### src/rtl/fifo_rd_engine.sv
`default_nettype none
// ============================================================================
//  Module      : fifo_rd_engine
//  Description : Burst read engine. On a start request it pops up to
//                burst_len words from a FIFO (one-cycle read latency),
//                buffers them in a 2-entry skid buffer and presents them
//                on a valid/ready stream with a last marker on the final
//                word of the burst. Emits a one-cycle done pulse per burst.
//
//  Ports       : r_clk      - read-domain clock (rising edge)
//                rrst       - synchronous active-high reset
//                start      - burst request, sampled only in IDLE
//                burst_len  - words to drain, latched on accepted start
//                fifo_empty - FIFO empty flag
//                rd_req     - FIFO pop request (combinational)
//                data_out   - FIFO read data, valid 1 cycle after rd_req
//                m_valid    - stream valid
//                m_ready    - stream ready
//                m_data     - stream data
//                m_last     - final word of burst (qualified by m_valid)
//                busy       - engine not idle
//                done       - one-cycle burst-complete pulse
//                rd_count   - words delivered in current/last burst
//
//  Revision    : 1.0 - initial release
// ============================================================================
module fifo_rd_engine #(
    parameter int DATA_WIDTH = 8
) (
    input  logic                  r_clk,
    input  logic                  rrst,
    input  logic                  start,
    input  logic [7:0]            burst_len,
    input  logic                  fifo_empty,
    output logic                  rd_req,
    input  logic [DATA_WIDTH-1:0] data_out,
    output logic                  m_valid,
    input  logic                  m_ready,
    output logic [DATA_WIDTH-1:0] m_data,
    output logic                  m_last,
    output logic                  busy,
    output logic                  done,
    output logic [8:0]            rd_count
);

    typedef enum logic [1:0] {
        S_IDLE  = 2'd0,
        S_DRAIN = 2'd1,
        S_FLUSH = 2'd2,
        S_DONE  = 2'd3
    } state_t;

    state_t                r_state;
    logic [7:0]            r_len;       // latched burst length
    logic [7:0]            r_issued;    // rd_req pulses issued this burst
    logic [7:0]            r_recv;      // words pushed into the buffer this burst
    logic                  r_inflight;  // a FIFO word arrives this cycle
    logic [1:0]            r_occ;       // buffer occupancy (0..2)
    logic [DATA_WIDTH-1:0] r_buf0;      // head entry
    logic [DATA_WIDTH-1:0] r_buf1;      // tail entry
    logic                  r_last0;
    logic                  r_last1;
    logic [8:0]            r_rd_count;
    logic                  r_busy;
    logic                  r_done;

    logic                  w_pop;
    logic                  w_push;
    logic [1:0]            w_load;
    logic                  w_rd_req;
    logic                  w_last_in;
    logic                  w_flush_done;
    logic                  w_last_issue;

    assign w_pop  = (r_occ != 2'd0) && m_ready;
    assign w_push = r_inflight;

    // Buffer commitment after this cycle's pop, counting the word already
    // in flight. Credit is taken for a same-cycle pop so that a streaming
    // burst with m_ready held high issues one read every cycle while still
    // guaranteeing a free slot for every outstanding read.
    assign w_load = (r_occ - {1'b0, w_pop}) + {1'b0, r_inflight};

    assign w_rd_req = (r_state == S_DRAIN) && !rrst && !fifo_empty &&
                      (r_issued < r_len) && (w_load < 2'd2);

    assign w_last_issue = w_rd_req && ((r_issued + 8'd1) == r_len);

    // The incoming word is the last of the burst when it is word number r_len.
    assign w_last_in = ((r_recv + 8'd1) == r_len);

    // Buffer drains empty at the end of this cycle with nothing in flight.
    assign w_flush_done = !r_inflight &&
                          ((r_occ == 2'd0) || ((r_occ == 2'd1) && w_pop));

    assign rd_req   = w_rd_req;
    assign m_valid  = (r_occ != 2'd0);
    assign m_data   = r_buf0;
    assign m_last   = r_last0 && (r_occ != 2'd0);
    assign busy     = r_busy;
    assign done     = r_done;
    assign rd_count = r_rd_count;

    always_ff @(posedge r_clk) begin
        if (rrst) begin
            r_state    <= S_IDLE;
            r_len      <= 8'd0;
            r_issued   <= 8'd0;
            r_recv     <= 8'd0;
            r_inflight <= 1'b0;
            r_occ      <= 2'd0;
            r_buf0     <= '0;
            r_buf1     <= '0;
            r_last0    <= 1'b0;
            r_last1    <= 1'b0;
            r_rd_count <= 9'd0;
            r_busy     <= 1'b0;
            r_done     <= 1'b0;
        end else begin
            r_done     <= 1'b0;
            r_inflight <= w_rd_req;

            if (w_rd_req) begin
                r_issued <= r_issued + 8'd1;
            end
            if (w_push) begin
                r_recv <= r_recv + 8'd1;
            end
            if (w_pop) begin
                r_rd_count <= r_rd_count + 9'd1;
            end

            // Two-entry FIFO-ordered buffer; head is always r_buf0.
            case ({w_push, w_pop})
                2'b10: begin
                    if (r_occ == 2'd0) begin
                        r_buf0  <= data_out;
                        r_last0 <= w_last_in;
                    end else begin
                        r_buf1  <= data_out;
                        r_last1 <= w_last_in;
                    end
                    r_occ <= r_occ + 2'd1;
                end
                2'b01: begin
                    r_buf0  <= r_buf1;
                    r_last0 <= r_last1;
                    r_occ   <= r_occ - 2'd1;
                end
                2'b11: begin
                    // Occupancy unchanged; new word lands behind any survivor.
                    if (r_occ == 2'd1) begin
                        r_buf0  <= data_out;
                        r_last0 <= w_last_in;
                    end else begin
                        r_buf0  <= r_buf1;
                        r_last0 <= r_last1;
                        r_buf1  <= data_out;
                        r_last1 <= w_last_in;
                    end
                end
                default: begin
                end
            endcase

            case (r_state)
                S_IDLE: begin
                    if (start) begin
                        r_len      <= burst_len;
                        r_issued   <= 8'd0;
                        r_recv     <= 8'd0;
                        r_rd_count <= 9'd0;
                        r_busy     <= 1'b1;
                        if (burst_len == 8'd0) begin
                            r_state <= S_DONE;
                            r_done  <= 1'b1;
                        end else begin
                            r_state <= S_DRAIN;
                        end
                    end
                end
                S_DRAIN: begin
                    if (w_last_issue) begin
                        r_state <= S_FLUSH;
                    end
                end
                S_FLUSH: begin
                    if (w_flush_done) begin
                        r_state <= S_DONE;
                        r_done  <= 1'b1;
                    end
                end
                S_DONE: begin
                    r_state <= S_IDLE;
                    r_busy  <= 1'b0;
                end
                default: begin
                    r_state <= S_IDLE;
                    r_busy  <= 1'b0;
                end
            endcase
        end
    end

endmodule
`default_nettype wire

### config.mk
export PLATFORM = sky130hd
export DESIGN_NAME = fifo_rd_engine
export DESIGN_NICKNAME = d
export VERILOG_FILES = /design/src/rtl/fifo_rd_engine.sv
export SDC_FILE = /design/constraint.sdc
export NUM_CORES = 1
export LEC_CHECK = 0
export CORE_AREA = 2 2 82 84
export DETAILED_ROUTE_END_ITERATION = 12
export DIE_AREA = 0 0 84 86
export GPL_TIMING_DRIVEN = 0
export PLACE_DENSITY = 0.73
export SETUP_SLACK_MARGIN = 0.02
export SLEW_MARGIN = 40
export SYNTH_ARGS = -nofsm -noshare
export SYNTH_HDL_FRONTEND = slang
export SYNTH_SLANG_ARGS = --single-unit
### constraint.sdc
create_clock -name r_clk -period 6.8 [get_ports r_clk]
set_clock_uncertainty 0.05 [all_clocks]
set_input_delay 1.36 -clock r_clk [delete_from_list [all_inputs] [get_ports r_clk]]
set_output_delay 1.36 -clock r_clk [all_outputs]
set_load 0.02 [all_outputs]
Yosys cells after proc, flatten, opt, wreduce, memory -nomap -nowiden. Cells that the tools add are included.

Flip-flop bits (word level): 58. Word-level logic and storage cells: 96. Input bits: 21.

Reductions and logical operators: 26. Equal/unequal tests: 15. Multiplexer cells: 33. Magnitude comparators: 2. $add $sub $neg: 7.

Operator list (number): $mux 8 (10); $mux 9 (3); $pmux 8 s3 (1); $add 8x1->8 const B (2); $eq 8x8->1 (2); $pmux 8 s2 (1); $ne 2x2->1 const B (6); $add 9x1->9 const B (1); $logic_and 1x1->1 (9); $eq 2x2->1 const B (4); $logic_not 8->1 (1); $lt 8x8->1 (1); $mux 1 (8); $mux 2 (4); $pmux 2 s4 (1); $reduce_bool 2->1 (4); $eq 2x1->1 const B (3); $pmux 1 s2 (3); $reduce_and 2->1 (3); $reduce_and 3->1 (2); $logic_not 2->1 (2); $pmux 2 s2 (1); $logic_not 1->1 (3); $pmux 1 s3 (1); other kinds (7) (7).

Logic depth before layout (Yosys ltp). Gate-level depths: netlist of the first run.

Depth in word-level cells: 9. Mapped depth: 12. Gate-level depth less buffers: 10.

Least setup slack after synthesis of the first run. OpenSTA, ideal clock, no wires.

Kind: input -> output. Start: input port m_ready. End: output port rd_req. Slack: 2.381 ns. Data arrival time: 3.009 ns. Required time: 5.390 ns. Stages on the path: 8. Cells stage by stage: nor2b_1 -> clkbuf_1 -> ha_1 -> nor2b_1 -> xnor2_1 -> a211oi_4 -> and2_0 -> clkbuf_1.

Cells in the longest elaborated chain, start to end: 5.

Ends and longest elaborated chain: start, declared (line 38) `input logic m_ready,`; $logic_and 1x1->1 (line 75) `assign w_pop = (r_occ != 2'd0) && m_ready;`; $sub 2x1->2 (line 82) `assign w_load = (r_occ - {1'b0, w_pop}) + {1'b0, r_inflight};`; $add 2x1->2 (line 82); $lt 2x2->1 (line 85) `(r_issued < r_len) && (w_load < 2'd2);`; $logic_and 1x1->1 (line 85); end, declared (line 35) `output logic rd_req,`.

No other way between the ends.

Worst setup path after layout of the first run. Same ends and word-level chain as after synthesis.

==> flow_summary.toml, run 1 <==
[synth]
synth-compound-area-share = 0.137
synth_warnings = 0
synthXorXnorAreaFrac = 0.117
ys_seq_area_frac = 0.370
synth_nets = 407
synth_top_family_by_area = "simple AND/OR/NAND/NOR gates"
syn_avg_cell_area_um2 = 8.61
synth_seq_cells = 58
synthAdderAreaFrac = 0.0836
yosys.area_share.simple = 0.208
synth_edf_count = 0
postSynthCellCount = 365
syn_area_um2 = 3140
synth_flop_cell = "dfxtp_1"
synth-async-reset-ratio = 0
synthMuxAreaShare = 0.0350
yosys.cell_types.count = 50

[floorplan]
die_area_um2 = 7220
initial_core_util = 0.500
fp.dieH_um = 86
pin_count = 43
row_count = 29
coreArea_um2 = 6280
fp.dieW_um = 84

[placed_design]
post-dp-hpwl_mm = 4.91
io_buffer_count = 41
place.gp.congestion = 0.836
dp.cells = 483

[global_routing]
grt_usage = 0.198
grt_max_degree = 11
grt_overflow = 0
antenna_found_initial = 0
grt_pass1_vias = 2545
grt_pass1_wl_mm = 11.5

[critical_path]
path_cells = "clkdlybuf4s50_1, nor2b_1, clkbuf_1, ha_1, nor2b_1, xnor2_1, a211oi_4, and2_0, clkbuf_1, clkdlybuf4s50_1"
end_kind = "output pin"
cp.required_ns = 5.39
max_stage_delay_ns = 0.63
crit_cells = 10
critical_path_buf_inv_count = 4
crit_path_top_delay_cell = "clkdlybuf4s50_1"
path_max_fanout = 9
worst_ep_arrival_time_ns = 4.27
crit_type = "in -> out"
cp-start-kind = "primary input"
crit_family = "buffers and inverters"
reg2reg_depth = 11

[sta]
hold-worst-slack_ns = 0.412
setup_violations = 0
slew_headroom = 0.556
max_freq_mhz = 176
rsz0062_at_grt = "false"
min_period_ns = 5.68
final-max-slew-violation-count = 0
fin_crit_sh = 0.836
hold_violations = 0
tns_ns = 0
worstMarginPinSlew_ns = 0.662

[drt]
wire_per_inst_um = 13.4
routed-via-count = 2695
drt-total-wl_mm = 6.68
drt-initial-drc-count = 94
drcViolationCount = 0
first_pass_iters = 4
final_antenna_net_count = 0
vias_per_cell = 5.40

[cts]
clock_path_buffers = 2
cts_made_buffers = 9
postCtsResizedCells = 0
cts_root_buffer = "clkbuf_8"
htree_levels = 3
postCtsSetupBuffers = 0
cts.clk_slew.worst_paths_ns = 0.06
cts_tree = "built"
holdBufCountCts = 0
clkLatencyLatePin_ns = 0.35
clock_sinks = 58

[finish]
syn_to_final_growth_pct = 23.4
final_nets = 459
layout-drive-gt1-share = 0.0616
finalNonFillerCells = 499
fin_util = 0.618
insertedDiodeCount = 0

[run_status]
outcome = "complete, no violations"

[run]
max-cap-violations = 0

[power]
p_leak_uw = 0.00151
p_per_area_nw_per_um2 = 332
ir_worst_vdd_v = 0.000252

[worst_hold_path]
hold_depth = 2
hold_path.class = "reg -> reg"
-- synthesized netlist by cell type (all sizes together), types with 7 or more instances --
| master | number | share of area |
|---|---|---|
| nand3 | 10 | 0.016 |
| mux2i | 11 | 0.035 |
| xnor2 | 17 | 0.047 |
| clkbuf | 12 | 0.015 |
| a211oi | 13 | 0.035 |
| and3 | 8 | 0.016 |
| nor2 | 48 | 0.057 |
| ha | 21 | 0.084 |
| nor2b | 7 | 0.014 |
| dfxtp | 58 | 0.37 |
| inv | 19 | 0.023 |
| xor2 | 25 | 0.070 |
| nand4 | 7 | 0.014 |
| a22oi | 9 | 0.022 |
| a21oi | 13 | 0.021 |
| nand2 | 35 | 0.042 |
-- where the power goes --
group	internal [uW]	switching, uW
clock network	226	140
logic	209	279
registers	393	39.8
total	829	459
-- flip-flops by register name, indices dropped and copies added (netlist names), 2 cells and up --
| name | flops |
|---|---|
| r_issued | 8 |
| r_occ | 2 |
| r_recv | 8 |
| rd_count | 9 |
| r_state | 2 |
| r_buf1 | 8 |
| r_len | 8 |
| m_data | 8 |
-- cell type report --
class / instances / area, um^2
well taps: 77 / 96.3
clock inverters: 4 / 73.8
repair buffers: 41 / 410
clock buffers: 12 / 155
flip-flops and latches: 58 / 1160
plain buffers: 18 / 82.6
fillers: 560 / 2400
multi-input cells: 270 / 1830
inverters: 19 / 71.3
-- routing by layer --
metal,wire (um),GRT usage,vias to the layer above
met1,3170,0.251,1274
met5,0,0,-
met4,122,0.0850,0
li1,-,-,1365
met2,3170,0.327,45
met3,228,0.0433,11
-- stage by stage --
stage               worst slack (ns)  instance area [um^2]  power (uW)
finish                          1.12                  3880        1290
global route                   0.891                  3880        1370
CTS                             1.11                  3880        1300
detailed placement              1.13                  3650         928
global placement                1.12                  3650         918
floorplan                       2.38                  3140         773
-- worst paths after layout --
kind	startpoint	endpoint	slack (ns)
worst max-delay path	m_ready	rd_req	1.12
worst min-delay path	r_last1	r_last1	0.41
worst max register to register	r_occ[0]	r_state[0]	3.67
worst min register to register	r_last1	r_last1	0.41
-- cells in the final DEF, fill, tap and decap left out, types with 4 or more instances in the layout --
cell type	n
a211oi_1	12
a21oi_1	13
a22oi_1	9
and3_1	8
clkbuf_1	12
clkbuf_8	11
clkdlybuf4s50_1	41
dfxtp_1	58
ha_1	21
inv_1	19
mux2i_1	11
nand2_1	35
nand3_1	10
nand4_1	7
nor2_1	48
nor2b_1	7
o21ai_0	4
xnor2_1	17
xor2_1	25
-- worst reg2reg max path, cell delays in order (launching register included) --
cell      delay, ns
dfxtp_1        0.37
inv_1          0.08
ha_1           0.25
nor2b_1        0.12
clkbuf_1       0.34
ha_1           0.31
nor2b_1        0.14
xnor2_1        0.12
a211oi_4       0.40
a41oi_2        0.23
or3_1          0.42
a211oi_1       0.23
-- cells by family after synthesis --
logic type                 count (synthesis)
adders and majority gates                 21
muxes                                     11
buffers and inverters                     37
and+or+nand+nor                          136
xor gates and xnor gates                  42
DFF                                       58
AOI/OAI and AO/OA                         60
Note: power is estimated with default switching activity, not from simulation.
==> run 2, diff against run 1 <==
clock period = 5.5 ns   (was 6.8 ns; I/O delays follow)
==> results of run 2 <==
The final DEF is identical to that of run 1. Status: complete, no violations.
Main changes from that run: setup slack after placement 1.13 ns -> 0.354 ns; setup slack after layout 1.12 ns -> 0.335 ns; register-to-register setup slack 3.67 ns -> 2.37 ns; total power 1290 uW -> 1590 uW; worst IR drop on VDD 0.000252 V -> 0.000311 V
